===== src/rtl/bcd_serial_alu.sv =====
// Digit-serial BCD add/subtract unit: one single-digit BCD adder cell is reused
// over all operand digits, least significant first, with the carry held between cycles.
module bcd_serial_alu #(
    parameter int DIGITS = 2
) (
    input  logic                clk,
    input  logic                rst,
    input  logic                start,
    input  logic                op,
    input  logic [4*DIGITS-1:0] a,
    input  logic [4*DIGITS-1:0] b,
    output logic                busy,
    output logic                done,
    output logic [4*DIGITS-1:0] result,
    output logic                ovf,
    output logic                invalid
);

    localparam int W  = 4 * DIGITS;
    localparam int CW = (DIGITS > 1) ? $clog2(DIGITS) : 1;

    typedef enum logic [1:0] {
        IDLE,
        CALC,
        DONE
    } state_t;

    state_t         state;
    state_t         state_next;

    logic [W-1:0]   a_sh;
    logic [W-1:0]   b_sh;
    logic [W-1:0]   result_q;
    logic           op_q;
    logic           carry;
    logic           ovf_q;
    logic           invalid_q;
    logic [CW-1:0]  cnt;

    logic           operands_ok;
    logic           last_digit;
    logic [3:0]     a_dig;
    logic [3:0]     b_dig;
    logic [4:0]     sum_bin;
    logic [3:0]     sum_dig;
    logic           cout;

    function automatic logic all_digits_bcd(input logic [W-1:0] v);
        logic ok;
        ok = 1'b1;
        for (int i = 0; i < DIGITS; i++) begin
            if (v[4*i +: 4] > 4'd9) begin
                ok = 1'b0;
            end
        end
        return ok;
    endfunction

    assign operands_ok = all_digits_bcd(a) && all_digits_bcd(b);
    assign last_digit  = (cnt == CW'(DIGITS - 1));

    // Subtraction feeds the nine's complement of B; the +1 enters through the initial carry.
    always_comb begin
        a_dig   = a_sh[3:0];
        b_dig   = op_q ? (4'd9 - b_sh[3:0]) : b_sh[3:0];
        sum_bin = {1'b0, a_dig} + {1'b0, b_dig} + {4'b0000, carry};
        cout    = (sum_bin > 5'd9);
        sum_dig = cout ? (sum_bin[3:0] + 4'd6) : sum_bin[3:0];
    end

    always_ff @(posedge clk) begin
        if (rst) begin
            state <= IDLE;
        end else begin
            state <= state_next;
        end
    end

    always_comb begin
        state_next = state;
        busy       = 1'b0;
        done       = 1'b0;
        case (state)
            IDLE: begin
                if (start) begin
                    state_next = operands_ok ? CALC : DONE;
                end
            end
            CALC: begin
                busy = 1'b1;
                if (last_digit) begin
                    state_next = DONE;
                end
            end
            DONE: begin
                done       = 1'b1;
                state_next = IDLE;
            end
            default: begin
                state_next = IDLE;
            end
        endcase
    end

    // Operands shift right one digit per step so the cell always sees the current digit at [3:0].
    always_ff @(posedge clk) begin
        if (rst) begin
            a_sh      <= '0;
            b_sh      <= '0;
            result_q  <= '0;
            op_q      <= 1'b0;
            carry     <= 1'b0;
            ovf_q     <= 1'b0;
            invalid_q <= 1'b0;
            cnt       <= '0;
        end else begin
            case (state)
                IDLE: begin
                    if (start) begin
                        a_sh      <= a;
                        b_sh      <= b;
                        op_q      <= op;
                        carry     <= op;
                        cnt       <= '0;
                        result_q  <= '0;
                        ovf_q     <= 1'b0;
                        invalid_q <= ~operands_ok;
                    end
                end
                CALC: begin
                    result_q[{cnt, 2'b00} +: 4] <= sum_dig;
                    carry <= cout;
                    cnt   <= cnt + 1'b1;
                    a_sh  <= a_sh >> 4;
                    b_sh  <= b_sh >> 4;
                    if (last_digit) begin
                        ovf_q <= op_q ? ~cout : cout;
                    end
                end
                default: begin
                end
            endcase
        end
    end

    assign result  = result_q;
    assign ovf     = ovf_q;
    assign invalid = invalid_q;

endmodule


===== config.mk =====
export PLATFORM = sky130hd
export DESIGN_NAME = bcd_serial_alu
export DESIGN_NICKNAME = d
export VERILOG_FILES = /design/src/rtl/bcd_serial_alu.sv
export SDC_FILE = /design/constraint.sdc
export NUM_CORES = 1
export LEC_CHECK = 0
export BUFFER_PORTS_ARGS = -buffer_cell sky130_fd_sc_hd__buf_2
export CAP_MARGIN = 15
export CORE_MARGIN = 1.5
export CORE_UTILIZATION = 54
export CTS_CLUSTER_DIAMETER = 80
export CTS_CLUSTER_SIZE = 40
export DETAILED_ROUTE_END_ITERATION = 10
export PLACE_DENSITY_LB_ADDON = 0.15
export SKIP_CTS_REPAIR_TIMING = 1
export SYNTH_ARGS = -nofsm -noshare
export SYNTH_HDL_FRONTEND = slang
export SYNTH_SLANG_ARGS = --single-unit

===== constraint.sdc =====
create_clock -name clk -period 3.15 [get_ports clk]
set_clock_uncertainty 0.05 [all_clocks]
set_input_delay 0.945 -clock clk [delete_from_list [all_inputs] [get_ports clk]]
set_output_delay 0.945 -clock clk [all_outputs]
set_load 0.02 [all_outputs]

==> summary.txt, run 1 <==
Drt
  – Antenna-violating nets left: 0
  – Met2 WL: 1.904 mm
  – DR top layer: met4
  – Residual DRC: 0
  – Detailed Route WL: around 3.8 mm
  – Via density: 5.956
  – Starting DRT DRC Count: 55
  – M1 wire length: 1.613 mm
  – DR WL met3: between 200 and 250 µm
  – Via count: 1477
  – 1st-pass router iterations: 4
  – Average wire per standard cell: 15.44 µm

Setup path
  – CP endpoint kind: register
  – Crit Path Class: reg2reg
  – Critical path's slowest cell: fa_1
  – Reg2Reg Capture Point: result[2]
  – Setup crit start kind: register
  – Reg2reg start: op_q
  – Largest stage delay on the critical path: 0.48 ns
  – CP arrival: 3.22 ns
  – CP Data Required Time: 3.35 ns
  – Peak fanout along the critical path: 7
  – Reg2Reg Depth: 10
  – R2R Setup Slk: 0.13 ns
  – Critical path cell sequence: xnor2_1 > fa_1 > inv_1 > fa_1 > inv_1 > ha_2 > a22oi_2 > a31oi_4 > mux2_2 > o32ai_1

Timing
  – Slew margin rel.: 0.5650
  – Hold Vio Cnt, Final: 0
  – Tcrit/Tclk final: 0.9596
  – Number of setup violations in the final report: 0
  – Final Worst Setup Slack: 0.1272 ns
  – Tmin final: 3.023 ns
  – Fmax achieved: roughly 330 MHz
  – Pins over their slew limit: 0
  – Slew @ Worst Pin: 0.6525 ns

Synth
  – Fraction of registers with async set/reset: 0
  – Yosys warns: 0
  – Yosys cell types: 39
  – Syn Nets: 211
  – Synth Flop Type: dfxtp_1
  – EDFF count, synth: 0
  – Seq/Total Area, Yosys: 0.3915
  – #FFs+latches synth: 31
  – Mapped Area: 1585 µm²
  – Mapped Cells: 184
  – Avg Inst Size Synth: around 8.6 µm²

Clock tree
  – CTS buffer count: 5
  – Max Buffers Root-to-Sink: 2
  – TritonCTS clock tree: built
  – Clk slew on worst S/H paths: 0.10 ns
  – CTS root buffer: clkbuf_4
  – Worst-skew pair later-pin latency: 0.34 ns
  – H-Tree Depth: 2
  – CTS sink cnt: 31

Die
  – Core Region: 2781 µm²
  – Width of the die: 57.18 µm
  – Die area: 3270 µm²
  – Die H: 57.18 µm
  – Initial Util: 0.5700
  – # IOs: 32
  – Rows: 19

Power and ir drop
  – Power share of the clock group: 0.244
  – Sequential Power Share: 0.469
  – Max VDD drop: 0.0004676 V
  – Combinational share of power: 0.286
  – Switch share: 0.3333
  – Tot Pwr: 919.6 µW
  – PD cells: 499.0 nW/µm²
  – Leakage Power: 0.0007906 µW
  – Int Power: 613.2 µW
  – Net Sw Power: 306.5 µW

Global routing
  – First-pass GRT wire length: 6.210 mm
  – Grt total ovfl: 0
  – Gr usage total: 0.2480
  – Largest net degree at the start of global routing: 38
  – Initial antenna violation count: 0
  – Vias in the first global route: between 1000 and 1500

Hold path
  – Hold EP: result[7]
  – Hold Path Cell Cnt: 2
  – Hold Path Origin: result[7]
  – HP Class: reg2reg

Layout
  – Final Non-Filler Cells: 248
  – Antenna diodes: 0
  – Ratio of cells with drive above 1 in the final layout: 0.2350
  – Commonest cells after routing, fill and taps aside: nor2_1 (33), buf_2 (31), dfxtp_1 (30), a211oi_1 (12), inv_1 (9)
  – Final #Nets: approximately 240
  – Commonest non-fill, non-tap cell in the layout: nor2_1
  – Synthesis-to-finish area growth: 16.26%

Placed design
  – Place WS: -0.008271 ns
  – Dpl cells: 240
  – Detailed Place HPWL: 2.760 mm
  – IO Port Bufs: 31
  – RePlAce Congestion: about 0.94

Job
  – Max Cap Viol: 0

Outcome
  – Status: finished, final reports clean
## registers in the layout, summed over array words and instances, names as in the netlist
signal	flops
result	8
state	2
b_sh	8
carry	1
invalid	1
op_q	1
ovf	1
cnt	1
a_sh	8
## through the flow
step            TNS (ns)  hold slack (ns)    util  area, µm²
2_1_floorplan          0           0.4161       -       1585
3_3_place_gp           0           0.4151  0.6352       1767
3_5_place_dp   -0.008271           0.4177  0.6352       1767
4_1_cts         -0.04980           0.4397  0.6532       1817
5_1_grt         -0.01615           0.4744  0.6626       1843
6_report               0           0.4363  0.6626       1843
## routing by layer
metal  track usage  vias up
met1        0.2861      684
met5             0        -
met2        0.4171       48
met4        0.1229        0
li1              -      731
met3       0.07483       14
## worst max-delay path: cells and delay by family, from the launching register on
kind            cells  cell delay [ns]
fa+ha+maj           3             1.10
compound gates      3             0.65
flops               1             0.37
mux                 1             0.37
buf+inv             2             0.25
xor+xnor            1             0.14
## how the worst max path moves through the flow
stage               startpoint        end  slack, ns
floorplan                 op_q  result[2]       0.28
finish                    op_q  result[2]       0.13
global route              op_q  result[2]      -0.02
CTS                       op_q  result[2]      -0.05
global placement          op_q  result[2]       0.14
detailed placement        op_q  result[2]     -0.008
## area by class of cell
cell class / count / area (µm²)
Clock buffer: 7 / 45.04
Clock inverter: 1 / 5.005
Fill cell: 250 / 938.4
Inverter: 10 / 37.54
Multi-Input combinational cell: 134 / 917.1
Sequential cell: 31 / 621.8
Tap cell: 31 / 38.79
Timing Repair Buffer: 34 / 177.7
## power groups by stage
stage	logic, µW	registers, µW	clock network, µW
2_1_floorplan	178	439	0
3_3_place_gp	230	439	0
3_5_place_dp	241	440	0
4_1_cts	242	432	228
5_1_grt	287	435	246
6_report	263	432	225
## cells in the mapped netlist (2+ instances only)
cell type   n  area (µm²)
clkbuf_1    6       22.52
xnor2_1     3       26.28
nand3b_1    3       22.52
a22oi_1     7       52.55
nor2b_1     4       25.02
nand2b_1    6       37.54
mux2_2      2       22.52
dfxtp_1    31       620.6
a21oi_1     8       40.04
nor2_1     33       123.9
a21o_2      2       17.52
a31oi_1     3       18.77
a211oi_1   12       90.09
inv_1       9       33.78
nand2_1     5       18.77
buf_1       2       7.510
o21ai_0     7       35.03
mux2i_1     6       60.06
o32ai_1     3       26.28
ha_1        5       62.56
fa_1        2       40.04
nand4_1     3       18.77
nor3_1      5       25.02
o31ai_1     2       15.01
## cells by family (layout without fill, tap and decap cells)
| group | after synthesis | after routing | share of synthesized area |
|---|---|---|---|
| simple gates | 65 | 65 | 0.2028 |
| compound gates | 51 | 51 | 0.2265 |
| flops | 31 | 31 | 0.3915 |
| buf+inv | 19 | 52 | 0.04577 |
| mux | 8 | 8 | 0.05209 |
| fa+ha+maj | 7 | 7 | 0.06472 |
| xor+xnor | 3 | 3 | 0.01658 |
Note: power is estimated with default switching activity, not from simulation.
==> inputs of run 2 (changes only) <==
--- a/config.mk
+++ b/config.mk
@@ -12,7 +12,7 @@
 export CTS_CLUSTER_DIAMETER = 80
 export CTS_CLUSTER_SIZE = 40
 export DETAILED_ROUTE_END_ITERATION = 10
-export PLACE_DENSITY_LB_ADDON = 0.15
+export PLACE_DENSITY = 0.84
 export SKIP_CTS_REPAIR_TIMING = 1
 export SYNTH_ARGS = -nofsm -noshare
 export SYNTH_HDL_FRONTEND = slang
==> run 2 against run 1 <==
Non-clock buffer count increased by 2; die area unchanged; combinational power decreased by 3%; largest cell class unchanged; largest power group unchanged; highest routed layer unchanged.
==> summary.txt, run 2 (synthesized netlist as in run 1, its figures left out) <==
Outcome
  – Status: finished, final reports clean

Clock tree
  – TritonCTS clock tree: built
  – Worst-skew pair later-pin latency: between 0.3 and 0.4 ns
  – CTS buffer count: 5
  – CTS root buffer: clkbuf_4
  – H-Tree Depth: 2
  – Clk slew on worst S/H paths: approximately 0.09 ns
  – CTS sink cnt: 31
  – Max Buffers Root-to-Sink: 2

Placed design
  – IO Port Bufs: 31
  – Detailed Place HPWL: around 2.7 mm
  – RePlAce Congestion: roughly 0.94

Layout
  – Commonest non-fill, non-tap cell in the layout: nor2_1
  – Ratio of cells with drive above 1 in the final layout: 0.2329
  – Synthesis-to-finish area growth: 16.10%
  – Commonest cells after routing, fill and taps aside: nor2_1 (33), buf_2 (31), dfxtp_1 (30), a211oi_1 (12), inv_1 (9)
  – Final #Nets: approximately 250
  – Antenna diodes: 0
  – Fillers: 246

Global routing
  – First-pass GRT wire length: between 6 and 7 mm
  – Gr usage total: 0.2449
  – Vias in the first global route: 1382
  – Largest net degree at the start of global routing: 24
  – Grt total ovfl: 0
  – Initial antenna violation count: 0

Timing
  – Pins over their slew limit: 0
  – Tcrit/Tclk final: 0.9463
  – Setup TNS: 0 ns
  – Slew margin rel.: 0.5979
  – Hold Vio Cnt, Final: 0
  – Number of setup violations in the final report: 0
  – Worst hold slack: 0.4276 ns
  – RSZ-0062 raised after global routing: false
  – Tmin final: ~3.0 ns
  – Slew @ Worst Pin: 0.6031 ns
  – Fmax achieved: 335.5 MHz

Drt
  – 1st-pass router iterations: 4
  – Average wire per standard cell: 14.55 µm
  – Residual DRC: 0
  – Antenna-violating nets left: 0
  – Via density: 5.792
  – Detailed Route WL: 3.637 mm
  – Starting DRT DRC Count: 40
  – Via count: 1448

Setup path
  – CP endpoint kind: register
  – Setup crit start: op_q
  – Peak fanout along the critical path: 7
  – CP Data Required Time: approximately 3.4 ns
  – Setup crit start kind: register
  – CP arrival: 3.18 ns
  – Reg2reg start: op_q
  – Reg2Reg Depth: 10
  – Crit Path Class: reg2reg

Die
  – Die H: 57.18 µm
  – # IOs: 32
  – Rows: 19
  – Die area: approximately 3300 µm²
  – Core Region: 2781 µm²
  – Initial Util: 0.5700
  – Width of the die: 57.18 µm

Power and ir drop
  – Leakage Power: roughly 0.00080 µW
  – Int Power: around 610 µW
  – Power share of the clock group: 0.243
  – PD cells: around 500 nW/µm²
  – Net Sw Power: ~300 µW
  – Sequential Power Share: 0.476
  – Combinational share of power: 0.281
  – Max VDD drop: 0.0004189 V
  – Switch share: 0.3261

Hold path
  – Hold Path Origin: result[2]
  – Hold Path Cell Cnt: 2
  – HP Class: reg2reg

Job
  – Max Cap Viol: 0
-- run 2: changes by cell type in the layout (fill, tap and decap cells not counted), sizes merged --
cell and delta:
buf +2
-- run 2: cell type report --
type / count / area, µm² / area share
Multi-Input combinational cell: 134 / 899.6 / 0.4888
Inverter: 10 / 37.54 / 0.02039
Tap cell: 31 / 38.79 / 0.02107
Sequential cell: 31 / 621.8 / 0.3379
Timing Repair Buffer: 36 / 192.7 / 0.1047
Clock buffer: 7 / 45.04 / 0.02447
Clock inverter: 1 / 5.005 / 0.002719
-- run 2: layer usage --
| layer | up-vias | wire [µm] | GRT usage | share of wire |
|---|---|---|---|---|
| met1 | 664 | 1657 | 0.2967 | 0.46 |
| met5 | - | 0 | 0 | 0 |
| met3 | 8 | 159 | 0.05215 | 0.044 |
| met4 | 0 | 65 | 0.1196 | 0.018 |
| met2 | 44 | 1754 | 0.4122 | 0.48 |
| li1 | 732 | - | - | - |
-- run 2: path summary, 6_finish.rpt --
path / end / slack, ns
worst max-delay path: result[2] / 0.17
worst min-delay path: result[2] / 0.43
worst min register to register: result[2] / 0.43
worst max register to register: result[2] / 0.17
-- run 2: critical path, stage by stage (launching register included) --
cell and delay [ns]:
dfxtp_2 0.36, xnor2_1 0.15, fa_1 0.38, inv_1 0.09, fa_1 0.48, inv_1 0.16
ha_1 0.22, a22oi_2 0.13, a31oi_1 0.26, mux2_2 0.38, o32ai_1 0.24
-- run 2: power by group through the flow --
stage / Clock (µW) / Sequential [µW] / Combinational [µW]
floorplan: 0 / 439 / 178
global placement: 0 / 440 / 241
detailed placement: 0 / 441 / 246
CTS: 224 / 432 / 249
global route: 245 / 435 / 280
finish: 221 / 432 / 255
-- run 2: through the flow --
stage / worst slack (ns) / utilization / std cells / total power, µW / area (µm²)
final: 0.1690 / 0.6617 / 250 / 908.2 / 1841
after floorplan: 0.2798 / - / 184 / 617.9 / 1585
after CTS: 0.1285 / 0.6586 / 250 / 904.8 / 1832
after detailed placement: 0.1605 / 0.6406 / 242 / 687.1 / 1782
after global routing: 0.05915 / 0.6617 / 250 / 960.4 / 1841
after global placement: 0.2729 / 0.6406 / 242 / 680.2 / 1782
